==> config.mk <==
export PLATFORM = sky130hd
export DESIGN_NAME = zaxxon_wave_player
export DESIGN_NICKNAME = d
export VERILOG_FILES = /design/src/rtl/zaxxon_wave_pkg.sv /design/src/rtl/zaxxon_wave_mix.sv /design/src/rtl/zaxxon_wave_player.sv
export SDC_FILE = /design/constraint.sdc
export NUM_CORES = 1
export LEC_CHECK = 0
export BUFFER_PORTS_ARGS = -buffer_cell sky130_fd_sc_hd__buf_2
export CAP_MARGIN = 25
export CELL_PAD_IN_SITES_DETAIL_PLACEMENT = 0
export CELL_PAD_IN_SITES_GLOBAL_PLACEMENT = 2
export CORE_MARGIN = 5
export CORE_UTILIZATION = 41
export CTS_CLUSTER_SIZE = 25
export DETAILED_ROUTE_END_ITERATION = 12
export MAX_ROUTING_LAYER = met4
export PLACE_DENSITY_LB_ADDON = 0.1
export SETUP_SLACK_MARGIN = 0.5
export SLEW_MARGIN = 25
export SYNTH_ARGS = -nofsm -noshare
export SYNTH_HDL_FRONTEND = slang
export SYNTH_HIERARCHICAL = 1
export SYNTH_SLANG_ARGS = --single-unit
==> constraint.sdc <==
create_clock -name clock_24 -period 8 [get_ports clock_24]
set_clock_uncertainty 0.15 [all_clocks]
set_input_delay 0.8 -clock clock_24 [delete_from_list [all_inputs] [get_ports clock_24]]
set_output_delay 0.8 -clock clock_24 [all_outputs]
set_load 0.01 [all_outputs]
==> src/rtl/zaxxon_wave_pkg.sv <==
// Shared constants for the Zaxxon sample player: channel count, the per-channel
// sample table in SDRAM word addresses, and the fetch sequencer states.
package zaxxon_wave_pkg;

  localparam int NUM_CH   = 4;
  localparam int ADDR_W   = 20;
  localparam int SAMPLE_W = 16;

  // END is exclusive; channel 1 is deliberately a 3-word sound.
  localparam logic [NUM_CH-1:0][ADDR_W-1:0] CH_START =
    {20'h00400, 20'h00300, 20'h00200, 20'h00100};
  localparam logic [NUM_CH-1:0][ADDR_W-1:0] CH_END =
    {20'h00480, 20'h00340, 20'h00203, 20'h00180};

  typedef enum logic [1:0] {
    ST_IDLE,
    ST_ISSUE,
    ST_WAIT,
    ST_NEXT
  } fetch_state_t;

endpackage

==> src/rtl/zaxxon_wave_mix.sv <==
// Four-channel mixer: each sample is attenuated by 4 (arithmetic) and summed;
// the 16-bit sum cannot overflow, so no saturation stage is needed.
module zaxxon_wave_mix
  import zaxxon_wave_pkg::*;
#(
  parameter int DATA_W = 16
) (
  input  logic                             clk_sys,
  input  logic                             rst_n,
  input  logic [NUM_CH-1:0][DATA_W-1:0]    sample_p0,
  input  logic                             vld_p0,
  output logic signed [DATA_W-1:0]         mix_p1,
  output logic                             vld_p1
);

  function automatic logic signed [DATA_W-1:0] quarter(input logic signed [DATA_W-1:0] s);
    return s >>> 2;
  endfunction

  logic signed [DATA_W-1:0] sum_p0;

  always_comb begin
    sum_p0 = '0;
    for (int n = 0; n < NUM_CH; n++) begin
      sum_p0 = sum_p0 + quarter($signed(sample_p0[n]));
    end
  end

  // p0 -> p1
  always_ff @(posedge clk_sys or negedge rst_n) begin
    if (!rst_n) begin
      mix_p1 <= '0;
      vld_p1 <= 1'b0;
    end else begin
      vld_p1 <= vld_p0;
      if (vld_p0) mix_p1 <= sum_p0;
    end
  end

endmodule

==> src/rtl/zaxxon_wave_player.sv <==
// Four-channel SDRAM sample player: on every output tick it walks the channels,
// fetches one word per busy channel and hands the latched samples to the mixer.
module zaxxon_wave_player
  import zaxxon_wave_pkg::*;
#(
  parameter int RD_LATENCY = 8,
  parameter int TICK_DIV   = 2176
) (
  input  logic                        clock_24,
  input  logic                        reset_n,
  input  logic [NUM_CH-1:0]           trig,
  input  logic [NUM_CH-1:0]           loop_en,
  output logic [ADDR_W-1:0]           wave_addr,
  output logic                        wave_rd,
  input  logic signed [SAMPLE_W-1:0]  wave_data,
  output logic [NUM_CH-1:0]           busy,
  output logic signed [SAMPLE_W-1:0]  audio_out,
  output logic                        sample_strobe
);

  localparam int TW = $clog2(TICK_DIV);
  localparam int LW = $clog2(RD_LATENCY + 1);

  // Assert asynchronously, release two clocks after reset_n rises.
  logic [1:0] rst_sync;
  logic       rst_n_s;

  always_ff @(posedge clock_24 or negedge reset_n) begin
    if (!reset_n) rst_sync <= '0;
    else          rst_sync <= {rst_sync[0], 1'b1};
  end
  assign rst_n_s = rst_sync[1];

  logic [TW-1:0] tick_cnt;
  logic          tick;

  assign tick = (tick_cnt == TW'(TICK_DIV - 1));

  always_ff @(posedge clock_24 or negedge rst_n_s) begin
    if (!rst_n_s)  tick_cnt <= '0;
    else if (tick) tick_cnt <= '0;
    else           tick_cnt <= tick_cnt + TW'(1);
  end

  // edge_en holds off detection for one cycle so a trigger already high at
  // reset release is captured as history rather than seen as an edge.
  logic [NUM_CH-1:0] trig_hist;
  logic              edge_en;
  logic [NUM_CH-1:0] rise;

  assign rise = trig & ~trig_hist & {NUM_CH{edge_en}};

  always_ff @(posedge clock_24 or negedge rst_n_s) begin
    if (!rst_n_s) begin
      trig_hist <= '0;
      edge_en   <= 1'b0;
    end else begin
      trig_hist <= trig;
      edge_en   <= 1'b1;
    end
  end

  fetch_state_t      state, state_nx;
  logic [1:0]        ch, ch_nx;
  logic [LW-1:0]     wait_cnt;
  logic              wait_done;
  logic              mix_req;
  logic              issue_rd;

  assign wait_done = (wait_cnt == LW'(RD_LATENCY - 1));

  always_comb begin
    state_nx = state;
    ch_nx    = ch;
    mix_req  = 1'b0;
    issue_rd = 1'b0;
    case (state)
      ST_IDLE: begin
        if (tick) begin
          ch_nx    = 2'd0;
          state_nx = ST_ISSUE;
        end
      end
      ST_ISSUE: begin
        issue_rd = busy[ch];
        state_nx = busy[ch] ? ST_WAIT : ST_NEXT;
      end
      ST_WAIT: begin
        if (wait_done) state_nx = ST_NEXT;
      end
      ST_NEXT: begin
        if (ch == 2'(NUM_CH - 1)) begin
          state_nx = ST_IDLE;
          mix_req  = 1'b1;
        end else begin
          ch_nx    = ch + 2'd1;
          state_nx = ST_ISSUE;
        end
      end
      default: state_nx = ST_IDLE;
    endcase
  end

  always_ff @(posedge clock_24 or negedge rst_n_s) begin
    if (!rst_n_s) begin
      state    <= ST_IDLE;
      ch       <= 2'd0;
      wait_cnt <= '0;
    end else begin
      state    <= state_nx;
      ch       <= ch_nx;
      wait_cnt <= (state == ST_WAIT) ? wait_cnt + LW'(1) : '0;
    end
  end

  logic [ADDR_W-1:0]                 addr_hold;
  logic [NUM_CH-1:0][ADDR_W-1:0]     ptr;
  logic [NUM_CH-1:0][SAMPLE_W-1:0]   sample;
  logic [NUM_CH-1:0]                 fresh;
  logic [ADDR_W-1:0]                 ptr_inc;

  assign wave_rd   = issue_rd;
  assign wave_addr = issue_rd ? ptr[ch] : addr_hold;
  assign ptr_inc   = ptr[ch] + ADDR_W'(1);

  always_ff @(posedge clock_24 or negedge rst_n_s) begin
    if (!rst_n_s) addr_hold <= '0;
    else if (issue_rd) addr_hold <= ptr[ch];
  end

  // fresh marks a channel restarted since its last read, so the pending
  // NEXT leaves the pointer at START instead of stepping past it.
  always_ff @(posedge clock_24 or negedge rst_n_s) begin
    if (!rst_n_s) begin
      busy   <= '0;
      ptr    <= '0;
      sample <= '0;
      fresh  <= '0;
    end else begin
      case (state)
        ST_ISSUE: begin
          fresh[ch] <= 1'b0;
          if (!busy[ch]) sample[ch] <= '0;
        end
        ST_WAIT: begin
          if (wait_done) sample[ch] <= wave_data;
        end
        ST_NEXT: begin
          fresh[ch] <= 1'b0;
          if (busy[ch] && !fresh[ch]) begin
            ptr[ch] <= ptr_inc;
            if (ptr_inc == CH_END[ch]) begin
              if (loop_en[ch]) ptr[ch]  <= CH_START[ch];
              else             busy[ch] <= 1'b0;
            end
          end
        end
        default: ;
      endcase
      for (int n = 0; n < NUM_CH; n++) begin
        if (rise[n]) begin
          busy[n]   <= 1'b1;
          ptr[n]    <= CH_START[n];
          sample[n] <= '0;
          fresh[n]  <= 1'b1;
        end
      end
    end
  end

  zaxxon_wave_mix #(
    .DATA_W (SAMPLE_W)
  ) u_mix (
    .clk_sys   (clock_24),
    .rst_n     (rst_n_s),
    .sample_p0 (sample),
    .vld_p0    (mix_req),
    .mix_p1    (audio_out),
    .vld_p1    (sample_strobe)
  );

endmodule

==> run metrics <==
VDD IR max ~170 µV; Initial Utilization a little over 40%; Syn Area/Cell between 10 and 15 µm²; Psw 2170 µW; fin nets 1149; TritonCTS clock tree yes; fill count approximately 2600; routed via count 7899; CP Data Required Time 8.23 ns; wire length of the first global-routing pass between 40 and 50 mm; final-report hold violation count 0; synthesized area 11000 µm²; share of layout cells above drive strength 1 18.6%; Rel. slew slack 34.5%; initial DRC count 452; Ant. Diodes 0; Worst Tran Pin Value between 0.9 and 1 ns; GPL Wtd Cong 0.765; RSZ-0062 raised after global routing false; Critical Path Fanout Max 17; clock share of power 22.0%; clock root cell clkbuf_16; core area 26700 µm²; GRT Overall Usage 19.6%; Max Fclk 205 MHz; Multi-input gate area 5250 µm²; row count 60; final max-slew violation count 0; die width approximately 170 µm; status complete, no violations; DPL Wire Length 18.3 mm; CTS Sinks ~210; Die Area 30300 µm²; vias in the first global route roughly 8100; switching share of total power 41.4%; largest net degree at the start of global routing 177; dpl cell area 11700 µm²; Ports 68; die span in y 174 µm; part of the power in registers 30.0%; P_leak 0.00544 µW; Area Growth Syn to Fin 13.6%; combinational share of power 48.0%; Pint 3070 µW; clk_lat worst skew approximately 0.54 ns; DR WL/cell 20.0 µm; CP Capture Type flip-flop; Post-DRT Antenna Nets 0; CTS Buffer Depth 3; post-layout min period between 4 and 5 ns; number of max-cap violations 0; routed wire length approximately 28 mm; P per Cell Area 418 nW/µm²; TritonCTS Buffers 25; final setup fails 0; Ys Warns 6; setup TNS 0 ns; Via density 5.54; Cells after Synth 1017; post-route cell area 12500 µm²; PortBufs 65; detailed-router iteration count before antenna repair 5; Post-CTS Resized 0; clock slew at reported path FFs 0.06 ns; initial antenna violation count 0; GRT Residual Overflow 0; kind of critical path flip-flop to flip-flop; Worst Hold Class flip-flop to asynchronous set/reset pin; DRC viols 0; CP Data Arrival Time 5.12 ns; FF+latch area 5210 µm²; Final period util 61.0%; H-tree levels 1; startpoint types flip-flop
-- worst paths after layout --
check	start	endpoint	slack (ns)	cells after the start
max	ch[1]	ptr[47]	3.12	9
min	rst_sync[1]	edge_en	0.12	0
max reg2reg	ch[1]	ptr[47]	3.12	9
min reg2reg	rst_sync[1]	edge_en	0.12	0
max in group asynchronous	rst_sync[1]	addr_hold[19]	6.31	2
min in group clock_24	rst_sync[0]	rst_sync[1]	0.20	0
-- sequential cells by signal, indices dropped and copies added, names as in the netlist --
signal and cells:
addr_hold 20, busy 4, ch 2, edge_en 1, fresh 4, ptr 80
rst_sync 2, sample 56, state 2, tick_cnt 12, trig_hist 4, u_mix/mix_p1 16
u_mix/vld_p1 1, wait_cnt 4
-- power by group through the flow --
stage / sequential (µW) / combinational, µW / clock, µW
global placement: 1590 / 2520 / 0
finish: 1570 / 2510 / 1150
CTS: 1580 / 2550 / 1190
detailed placement: 1600 / 2530 / 0
floorplan: 1560 / 1860 / 0
global route: 1620 / 2830 / 1230
-- timing repair --
action	4_1_cts	5_1_grt
hold buffers	1	0
hold endpoints to repair	2	0
buffers inserted	0	0
-- area by class of cell --
| cell class | instances | area share [%] |
|---|---|---|
| Clock buffer | 32 | 5.44 |
| Sequential cell | 208 | 41.6 |
| Timing Repair Buffer | 83 | 3.95 |
| Multi-Input combinational cell | 664 | 41.9 |
| Tap cell | 341 | 3.40 |
| Inverter | 85 | 2.54 |
| Clock inverter | 14 | 1.23 |
-- per-layer routing --
| metal | part of all wire (%) | vias up | global-route usage [%] |
|---|---|---|---|
| met5 | 0 | - | - |
| met4 | 1.6 | 0 | 3.43 |
| met3 | 3.5 | 36 | 2.50 |
| met2 | 44 | 145 | 28.8 |
| met1 | 51 | 3991 | 29.5 |
| li1 | - | 3727 | - |
-- metrics by stage --
| step | std cells | hold WS, ns | total power [µW] | utilization, % | worst slack (ns) |
|---|---|---|---|---|---|
| floorplan | 1018 | 0.181 | 3420 | - | 1.62 |
| global placement | 1379 | 0.138 | 4110 | 43.6 | 3.15 |
| detailed placement | 1379 | 0.140 | 4130 | 43.6 | 3.15 |
| CTS | 1426 | 0.139 | 5320 | 46.8 | 3.12 |
| global route | 1427 | 0.168 | 5690 | 46.9 | 2.91 |
| finish | 1427 | 0.117 | 5240 | 46.9 | 3.12 |
-- placed cells by master, fill, tap and decap left out, types with 7 or more instances in the layout --
cell type and count:
a211oi_1 62, a21oi_1 16, a32o_1 42, and2_1 10
buf_2 65, buf_4 15, clkbuf_16 25, clkinv_2 8
dfrtp_1 206, fa_1 29, ha_1 26, inv_1 85
mux2_2 27, mux4_2 23, nand2_1 97, nand3_1 34
nor2_1 84, nor3_1 9, nor4_1 8, o21ai_0 37
o31ai_1 7, o41ai_1 9, xnor2_1 23, xor2_1 11
-- worst max-delay path: stages (launching register included) --
cell and delay [ns]:
dfrtp_1 0.86, mux4_2 0.53, ha_1 0.24, nand3_2 0.25, nor4_1 0.48, xnor2_2 0.22
or4b_1 0.47, or4_1 0.68, nor3_4 0.63, o41ai_1 0.19
(Power assumes the default switching activity.)
